**src/rtl/bht_gshare.sv**
```systemverilog
// Gshare branch history table: banked saturating counters indexed by PC^GHR.
// Ports: clk_i/rst_i/flush_i, vpc_i -> pred_*, update_* trains, ready_o, ghr_o.
module bht_gshare #(
  parameter int VLEN            = 64,
  parameter int INSTR_PER_FETCH = 2,
  parameter int NR_ENTRIES      = 1024,
  parameter int CTR_BITS        = 2,
  parameter int HIST_BITS       = 8,
  parameter int ROW_ADDR_OFFSET = 1
) (
  input  logic                       clk_i,
  input  logic                       rst_i,
  input  logic                       flush_i,
  input  logic [VLEN-1:0]            vpc_i,
  input  logic                       update_valid_i,
  input  logic [VLEN-1:0]            update_pc_i,
  input  logic                       update_taken_i,
  output logic                       ready_o,
  output logic [INSTR_PER_FETCH-1:0] pred_valid_o,
  output logic [INSTR_PER_FETCH-1:0] pred_taken_o,
  output logic [HIST_BITS-1:0]       ghr_o
);

  localparam int ROWS      = NR_ENTRIES / INSTR_PER_FETCH;
  localparam int ROW_BITS  = $clog2(ROWS);
  localparam int LANE_BITS = $clog2(INSTR_PER_FETCH);
  localparam int LW        = (LANE_BITS > 0) ? LANE_BITS : 1;
  localparam int ROW_LSB   = ROW_ADDR_OFFSET + LANE_BITS;

  localparam logic [CTR_BITS-1:0] CTR_MAX = '1;
  localparam logic [CTR_BITS-1:0] CTR_WNT =
    {1'b0, {(CTR_BITS-1){1'b1}}};
  localparam logic [ROW_BITS-1:0] LAST_ROW =
    ROW_BITS'(ROWS - 1);

  typedef enum logic {
    S_INIT,
    S_RUN
  } state_e;

  state_e                state_q, state_d;
  logic [ROW_BITS-1:0]   init_cnt_q, init_cnt_d;
  logic [HIST_BITS-1:0]  ghr_q, ghr_d;
  logic [HIST_BITS-1:0]  ghr_shift;
  logic [ROW_BITS-1:0]   hist_idx;
  logic [ROW_BITS-1:0]   pred_idx;
  logic [ROW_BITS-1:0]   upd_idx;
  logic [LW-1:0]         upd_lane;
  logic                  init_we;
  logic                  upd_we;
  logic                  restart;

  // Fold the GHR onto the row index width (truncate or zero-extend).
  if (HIST_BITS >= ROW_BITS) begin : g_hist_trunc
    assign hist_idx = ghr_q[ROW_BITS-1:0];
  end else begin : g_hist_ext
    assign hist_idx = {{(ROW_BITS-HIST_BITS){1'b0}}, ghr_q};
  end

  if (HIST_BITS == 1) begin : g_ghr1
    assign ghr_shift = update_taken_i;
  end else begin : g_ghrn
    assign ghr_shift = {ghr_q[HIST_BITS-2:0], update_taken_i};
  end

  if (LANE_BITS > 0) begin : g_lane
    assign upd_lane = update_pc_i[ROW_ADDR_OFFSET +: LW];
  end else begin : g_nolane
    assign upd_lane = '0;
  end

  assign pred_idx = vpc_i[ROW_LSB +: ROW_BITS] ^ hist_idx;
  assign upd_idx  = update_pc_i[ROW_LSB +: ROW_BITS] ^ hist_idx;

  assign restart = rst_i | flush_i;
  assign init_we = (state_q == S_INIT) & ~restart;
  assign upd_we  = (state_q == S_RUN) & update_valid_i & ~restart;

  always_ff @(posedge clk_i) begin
    if (rst_i) begin
      state_q    <= S_INIT;
      init_cnt_q <= '0;
      ghr_q      <= '0;
    end else begin
      state_q    <= state_d;
      init_cnt_q <= init_cnt_d;
      ghr_q      <= ghr_d;
    end
  end

  always_comb begin
    state_d    = state_q;
    init_cnt_d = init_cnt_q;
    ghr_d      = ghr_q;
    if (restart) begin
      state_d    = S_INIT;
      init_cnt_d = '0;
      ghr_d      = '0;
    end else begin
      unique case (state_q)
        S_INIT: begin
          init_cnt_d = init_cnt_q + 1'b1;
          if (init_cnt_q == LAST_ROW) begin
            state_d    = S_RUN;
            init_cnt_d = '0;
          end
        end
        S_RUN: begin
          if (update_valid_i) ghr_d = ghr_shift;
        end
        default: state_d = S_INIT;
      endcase
    end
  end

  always_comb begin
    ready_o      = (state_q == S_RUN);
    pred_valid_o = {INSTR_PER_FETCH{ready_o}};
    ghr_o        = ghr_q;
  end

  for (genvar b = 0; b < INSTR_PER_FETCH; b++) begin : g_bank
    logic [CTR_BITS-1:0] ctr_q [ROWS];
    logic [CTR_BITS-1:0] upd_old;
    logic [CTR_BITS-1:0] upd_new;
    logic                hit;

    assign upd_old = ctr_q[upd_idx];
    assign hit     = upd_we & (upd_lane == LW'(b));

    always_comb begin
      upd_new = upd_old;
      if (update_taken_i) begin
        if (upd_old != CTR_MAX) upd_new = upd_old + CTR_BITS'(1);
      end else if (upd_old != '0) begin
        upd_new = upd_old - CTR_BITS'(1);
      end
    end

    always_ff @(posedge clk_i) begin
      if (init_we) begin
        ctr_q[init_cnt_q] <= CTR_WNT;
      end else if (hit) begin
        ctr_q[upd_idx] <= upd_new;
      end
    end

    assign pred_taken_o[b] = ready_o & ctr_q[pred_idx][CTR_BITS-1];
  end

endmodule

```
**config.mk**
```make
export PLATFORM = sky130hd
export DESIGN_NAME = bht_gshare
export DESIGN_NICKNAME = d
export VERILOG_FILES = /design/src/rtl/bht_gshare.sv
export SDC_FILE = /design/constraint.sdc
export NUM_CORES = 2
export LEC_CHECK = 0
export BUFFER_PORTS_ARGS = -buffer_cell sky130_fd_sc_hd__buf_2
export CORE_ASPECT_RATIO = 0.5
export CORE_UTILIZATION = 40
export DETAILED_ROUTE_END_ITERATION = 8
export PLACE_DENSITY = 0.62
export SYNTH_ARGS = -nofsm -noshare
export SYNTH_HDL_FRONTEND = slang
export SYNTH_SLANG_ARGS = --single-unit
```
**constraint.sdc**
```tcl
create_clock -name clk_i -period 20.9 [get_ports clk_i]
set_input_delay 1.045 -clock clk_i [delete_from_list [all_inputs] [get_ports clk_i]]
set_output_delay 1.045 -clock clk_i [all_outputs]
set_load 0.01 [all_outputs]
```
[Word-level counts from Yosys, hierarchy flattened]
Memories as Yosys holds them, arrays and structs flattened.
Index checks and enable logic that the tools add are counted.
Operators by class
  mux-type cells: 23
  reduce and logical (&&, ||, !) cells: 6
  bitwise logic cells: 13
  eq/ne operators: 3
  add/sub/neg operators: 5
Operator list (number)
  $mux W9: 3
  $xor A9 B8 Y9: 2
  $mux W2: 8
  $mux W1: 12
  $add A9 B1 Y9 const B: 1
  $eq A9 B9 Y1 const B: 1
  $and A1 B1 Y1: 7
  $reduce_or A2 Y1: 3
  $add A2 B1 Y2 const B: 2
  $ne A2 B2 Y1 const B: 2
  $reduce_bool A2 Y1: 2
  $sub A2 B1 Y2 const B: 2
  $not A1 Y1: 3
  $reduce_and A2 Y1: 1
  $or A1 B1 Y1: 1
Storage, ports and cells
  memories: 2
  flip-flop bits (word level): 18
  input bits: 133
  RAM bits: 2048
  logic and storage cells: 55
Memories
  g_bank[0].ctr_q: words 512, bits a word 2, rd ports 2, clocked after Yosys merged registers in 0, write ports 1, line 123  | logic [CTR_BITS-1:0] ctr_q [ROWS];
  g_bank[1].ctr_q: words 512, bits a word 2, rd ports 2, clocked after Yosys merged registers in 0, write ports 1, line 123

[Logic depth before layout (Yosys ltp)]
  depth after elaboration: 9
  gate-level depth with buffers: 16
  mapped depth without buffers: 10

[Least setup slack after synthesis]
Ideal clock, no wire load.
  path type: input port to flip-flop
  from: input update_pc_i[2]
  to: memory g_bank[0].ctr_q[0][1], data pin
  setup time: 2941 ps
  stages on the path: 14
  path slack: 1063 ps
  data arrival time: 16896 ps
  cells stage by stage: xor2_4 > buf_8 > buf_12 > buf_12 > buf_12 > nand2_4 > o32ai_2 > a22oi_2 > o211ai_2 > a211oi_2 > o311a_1 > o311ai_2 > o21ai_1 > a21oi_1
On the way
  longest elaborated chain between the ends: 6
  elaborated cells between the ends (all ways): 10
  classes of those cells: add/sub (2); eq/ne (1); mux (4); bitwise (1); reduce/logical (1); memory (1)
Ends and longest elaborated chain
  start: declaration: line 16  | input logic [VLEN-1:0] update_pc_i,
  $xor A9 B8 Y9 (*): line 73  | assign upd_idx = update_pc_i[ROW_LSB +: ROW_BITS] ^ hist_idx;
  $mem_v2 Z512 W2 (*)
  $sub A2 B1 Y2 (tied with other cells): line 136  | upd_new = upd_old - CTR_BITS'(1);
  $mux W2 (on tied branches): line 135, 134
  $mux W2 (*): line 133  | if (update_taken_i) begin
  $mux W2 (no source line) (*)
  end: declaration: line 123
Mark *: on every way between the ends. The rest lies on a longest branch, timed or not.

[Final worst setup path]
  from: register ghr_q[0] (netlist: ghr_o[0])
  to: memory g_bank[0].ctr_q[198][1], data pin
On the way
  longest elaborated chain between the ends: 6
  elaborated cells between the ends (all ways): 10
  classes of those cells: add/sub (2); eq/ne (1); mux (4); bitwise (1); reduce/logical (1); memory (1)
Ends and longest elaborated chain
  start: declaration: line 43  | logic [HIST_BITS-1:0] ghr_q, ghr_d;
  start signal: assignment: line 87  | ghr_q <= ghr_d;
  $xor A9 B8 Y9 (*): line 73
  $mem_v2 Z512 W2 (*)
  $sub A2 B1 Y2 (tied with other cells): line 136
  $mux W2 (on tied branches): line 135, 134
  $mux W2 (*): line 133
  $mux W2 (no source line) (*)
Marks and branches as above.

==> impl_metrics.csv <==
group,metric,value,unit
status,status,"finished, final reports clean",
floorplan,io_pins,146,
logic_synthesis,synthArstFlopShare,0,
setup_path,crit_path_frequent_cell,"buf_4",
power_and_ir_drop,total_power,8.32,mW
power_and_ir_drop,p_clk_frac,0.422,
timing,maxSlewViolCount,0,
logic_synthesis,synth.net_count,5403,
detailed_routing,num_vias,52700,
detailed_routing,drtPass1Iterations,8,
floorplan,rows,124,
timing,hold_viol,0,
setup_path,cpPeakStageDelay,1070,ps
finish,layout.nets,5324,
power_and_ir_drop,p_sw_frac,0.216,
timing,fin_skew,40.3,ps
clock_tree,clock_path_buffers,4,
power_and_ir_drop,combPwrFrac,0.039,
clock_tree,clkLatencyLatePin,860,ps
logic_synthesis,synth-edff-count,2048,
place,placed_cells,8077,
setup_path,path_class,"flip-flop to flip-flop",
power_and_ir_drop,p_switching,1.79,mW
run,drv_cap,0,
clock_tree,cts-resized-gates,0,
timing,worst_pin_slew,1370,ps
floorplan,die-width,683,µm
power_and_ir_drop,p_leak,29.8,nW
timing,finalSetupViolCount,0,
finish,regArea,61900,µm²
global_route,track_usage,0.231,
finish,finalNonFillerCells,8427,
place,port_buffers,36,
power_and_ir_drop,power.internal,6.52,mW
timing,grt_setup_unrepaired,"false",
place,gp_congestion,0.855,
logic_synthesis,netlist_instances,5268,
clock_tree,clk_pin_slew,70,ps
timing,min_period,8860,ps
global_route,grt_max_degree,281,
logic_synthesis,synth_area,92700,µm²
setup_path,cp-end-kind,"flip-flop",
clock_tree,cts-root-buf,"clkbuf_16",
clock_tree,cts_tree,"built",
global_route,grt_pass1_vias,54900,
power_and_ir_drop,p_seq_frac,0.539,
global_route,grt_pass1_wl,389000,µm
setup_path,cp_top_family,"buffers and inverters",
finish,fill_cells,19700,
clock_tree,cts_setup_buffers,0,
setup_path,cp_max_fo,131,
detailed_routing,drt_iter0_markers,7000,
setup_path,worstPathArrival,9310,ps
setup_path,critPathSlowestCell,"buf_4",
logic_synthesis,synth_ff_type,"edfxtp_1",
finish,stdcell_area,102000,µm²
setup_path,path_cells,"xor2_4 > buf_4 > buf_4 > buf_4 > buf_4 > mux4_2 > mux4_2 > o21ai_0 > nor3_1 > a22oi_1 > nand2_1 > o21ai_1 > a21oi_4 > buf_4 > buf_4",
detailed_routing,drt_drc_violations_left,0,
logic_synthesis,yosys.cell_types.count,73,
logic_synthesis,ys_ff_latch,2066,
detailed_routing,wl_per_cell,32.2,µm
hold_path,hp-class,"flip-flop to flip-flop",
detailed_routing,via_per_inst,6.26,
setup_path,path_buf_inv,6,
finish,drive_above_1_share,0.251,
finish,multi_input_area,29000,µm²
clock_tree,clock_sinks,2066,
global_route,grt_remaining_overflow,0,
logic_synthesis,yosys_warnings,0,
detailed_routing,antenna_left,0,
clock_tree,holdBufCountCts,0,
place,dp_hpwl,152000,µm
clock_tree,cts_buffers,197,
finish,area_growth,10.1,%
floorplan,dieArea,234000,µm²
floorplan,initial_utilization,0.404,
place,placed_area,96000,µm²
power_and_ir_drop,ir_worst_vdd,0.0000564,V
floorplan,coreArea,229000,µm²
setup_path,critPathRequiredTime,21350,ps
setup_path,cp-start-kind,"flip-flop",
timing,setup-tns-final,0,ps
power_and_ir_drop,pwr_density_cell,81.5,nW/µm²
detailed_routing,wirelength,271000,µm
logic_synthesis,synth.avg_cell_area,17.6,µm²
timing,slew-limit-headroom,0.0730,
logic_synthesis,ys_seq_area_frac,0.668,
timing,finalCritPeriodShare,0.424,
global_route,antenna_found_initial,6,
clock_tree,htreeDepth,4,
timing,hold_slack,588,ps
timing,max_freq,113,MHz
floorplan,die_y,342,µm
-- final cells by class --
| cell class | count | area share |
|---|---|---|
| Timing Repair Buffer | 152 | 0.0119 |
| Clock buffer | 250 | 0.0505 |
| Sequential cell | 2066 | 0.606 |
| Clock inverter | 94 | 0.00884 |
| Inverter | 3 | 0.000110 |
| Tap cell | 3087 | 0.0378 |
| Multi-Input combinational cell | 2769 | 0.285 |
| Antenna cell | 6 | 0.000147 |
-- cells in the mapped netlist, drive strengths merged, types with 3 or more instances --
cell type | n | area share
a2111oi | 4 | 0.00038
a211oi | 5 | 0.00046
a21boi | 4 | 0.00032
a21oi | 74 | 0.0040
a221o | 3 | 0.00032
a221oi | 8 | 0.00076
a22o | 8 | 0.00076
a22oi | 98 | 0.0080
a31oi | 8 | 0.00054
a32oi | 4 | 0.00038
and2 | 8 | 0.00054
and3 | 10 | 0.00068
buf | 177 | 0.014
clkbuf | 253 | 0.010
dfxtp | 18 | 0.0039
edfxtp | 2048 | 0.66
inv | 3 | 0.00012
mux2i | 41 | 0.0044
mux4 | 867 | 0.21
nand2 | 253 | 0.010
nand2b | 9 | 0.00061
nand3 | 56 | 0.0030
nand3b | 3 | 0.00024
nand4 | 10 | 0.00068
nor2 | 1096 | 0.044
nor2b | 3 | 0.00020
nor3 | 40 | 0.0022
nor4 | 9 | 0.00061
o211ai | 11 | 0.00095
o21ai | 36 | 0.0019
o221ai | 9 | 0.00085
o22ai | 14 | 0.00095
o311a | 5 | 0.00054
o311ai | 4 | 0.00046
o31ai | 4 | 0.00032
o32ai | 3 | 0.00036
or2 | 3 | 0.00020
xnor2 | 14 | 0.0013
xor2 | 18 | 0.0019
-- cells in the final DEF (no fill, tap or decap), types with 9 or more instances in the layout --
master,count
mux4_2,850
o221ai_1,9
nand2_1,231
nand4_1,10
a21oi_1,73
clkinv_2,29
nand2_4,15
clkbuf_1,52
xnor2_2,9
and3_1,10
clkbuf_16,198
nor4_1,9
buf_2,36
o22ai_1,14
xor2_4,11
edfxtp_1,2048
buf_12,13
o211ai_1,10
bufinv_16,16
mux4_1,17
a22oi_1,97
buf_4,103
clkinv_1,35
nand3_1,52
nor3_1,35
o21ai_0,26
mux2i_1,41
nor2_1,1091
dfxtp_1,18
-- metal layers --
layer	vias up	share of wire	GRT usage
li1	21100	-	-
met2	3051	0.47	0.372
met4	0	0.045	0.0913
met5	-	0	0
met3	632	0.11	0.0522
met1	28000	0.37	0.307
-- cell families after synthesis --
| kind of cell | after synthesis | share of synthesized area |
|---|---|---|
| AO/OA/AOI/OAI | 320 | 0.0240 |
| XOR/XNOR | 32 | 0.00323 |
| adder cells (fa/ha/maj) | 4 | 0.000513 |
| buffers and inverters | 433 | 0.0249 |
| flip-flops | 2066 | 0.668 |
| multiplexers | 909 | 0.216 |
| AND/OR/NAND/NOR | 1504 | 0.0640 |
-- power groups by stage --
stage / logic [mW] / registers (mW) / clock network, mW
after floorplan: 0.206 / 4.57 / 0
after global placement: 0.322 / 4.57 / 0
after detailed placement: 0.323 / 4.57 / 0
after CTS: 0.324 / 4.48 / 3.54
after global routing: 0.334 / 4.48 / 3.69
final: 0.325 / 4.48 / 3.51
-- flip-flops by register name, indices dropped and copies added (netlist names) --
signal	count
g_bank.ctr_q	2048
ghr_o	8
init_cnt_q	9
ready_o	1
-- path summary, 6_finish.rpt --
| kind | start | to | slack [ps] | depth (start not counted) |
|---|---|---|---|---|
| min reg2reg | ghr_o[7]$_SDFFE_PP0N_ | ghr_o[7]$_SDFFE_PP0N_ | 590 | 2 |
| min | ghr_o[7]$_SDFFE_PP0N_ | ghr_o[7]$_SDFFE_PP0N_ | 590 | 2 |
| max reg2reg | ghr_o[0]$_SDFFE_PP0N_ | g_bank[0].ctr_q[198][1]$_DFFE_PP_ | 12040 | 15 |
| max | ghr_o[0]$_SDFFE_PP0N_ | g_bank[0].ctr_q[198][1]$_DFFE_PP_ | 12040 | 15 |
-- tightest hold or removal path, delay by kind of cell, from the launching register on --
kind / cells / cell delay [ps]
AOI/OAI and AO/OA: 1 / 60
DFF: 1 / 390
and+or+nand+nor: 1 / 90
-- through the flow --
step | setup slack [ps] | util
detailed placement | 11550 | 0.419
CTS | 12010 | 0.445
global route | 11420 | 0.445
floorplan | 1060 | -
global placement | 11730 | 0.419
finish | 12040 | 0.445
No activity file was read; power rests on OpenSTA's default activity.
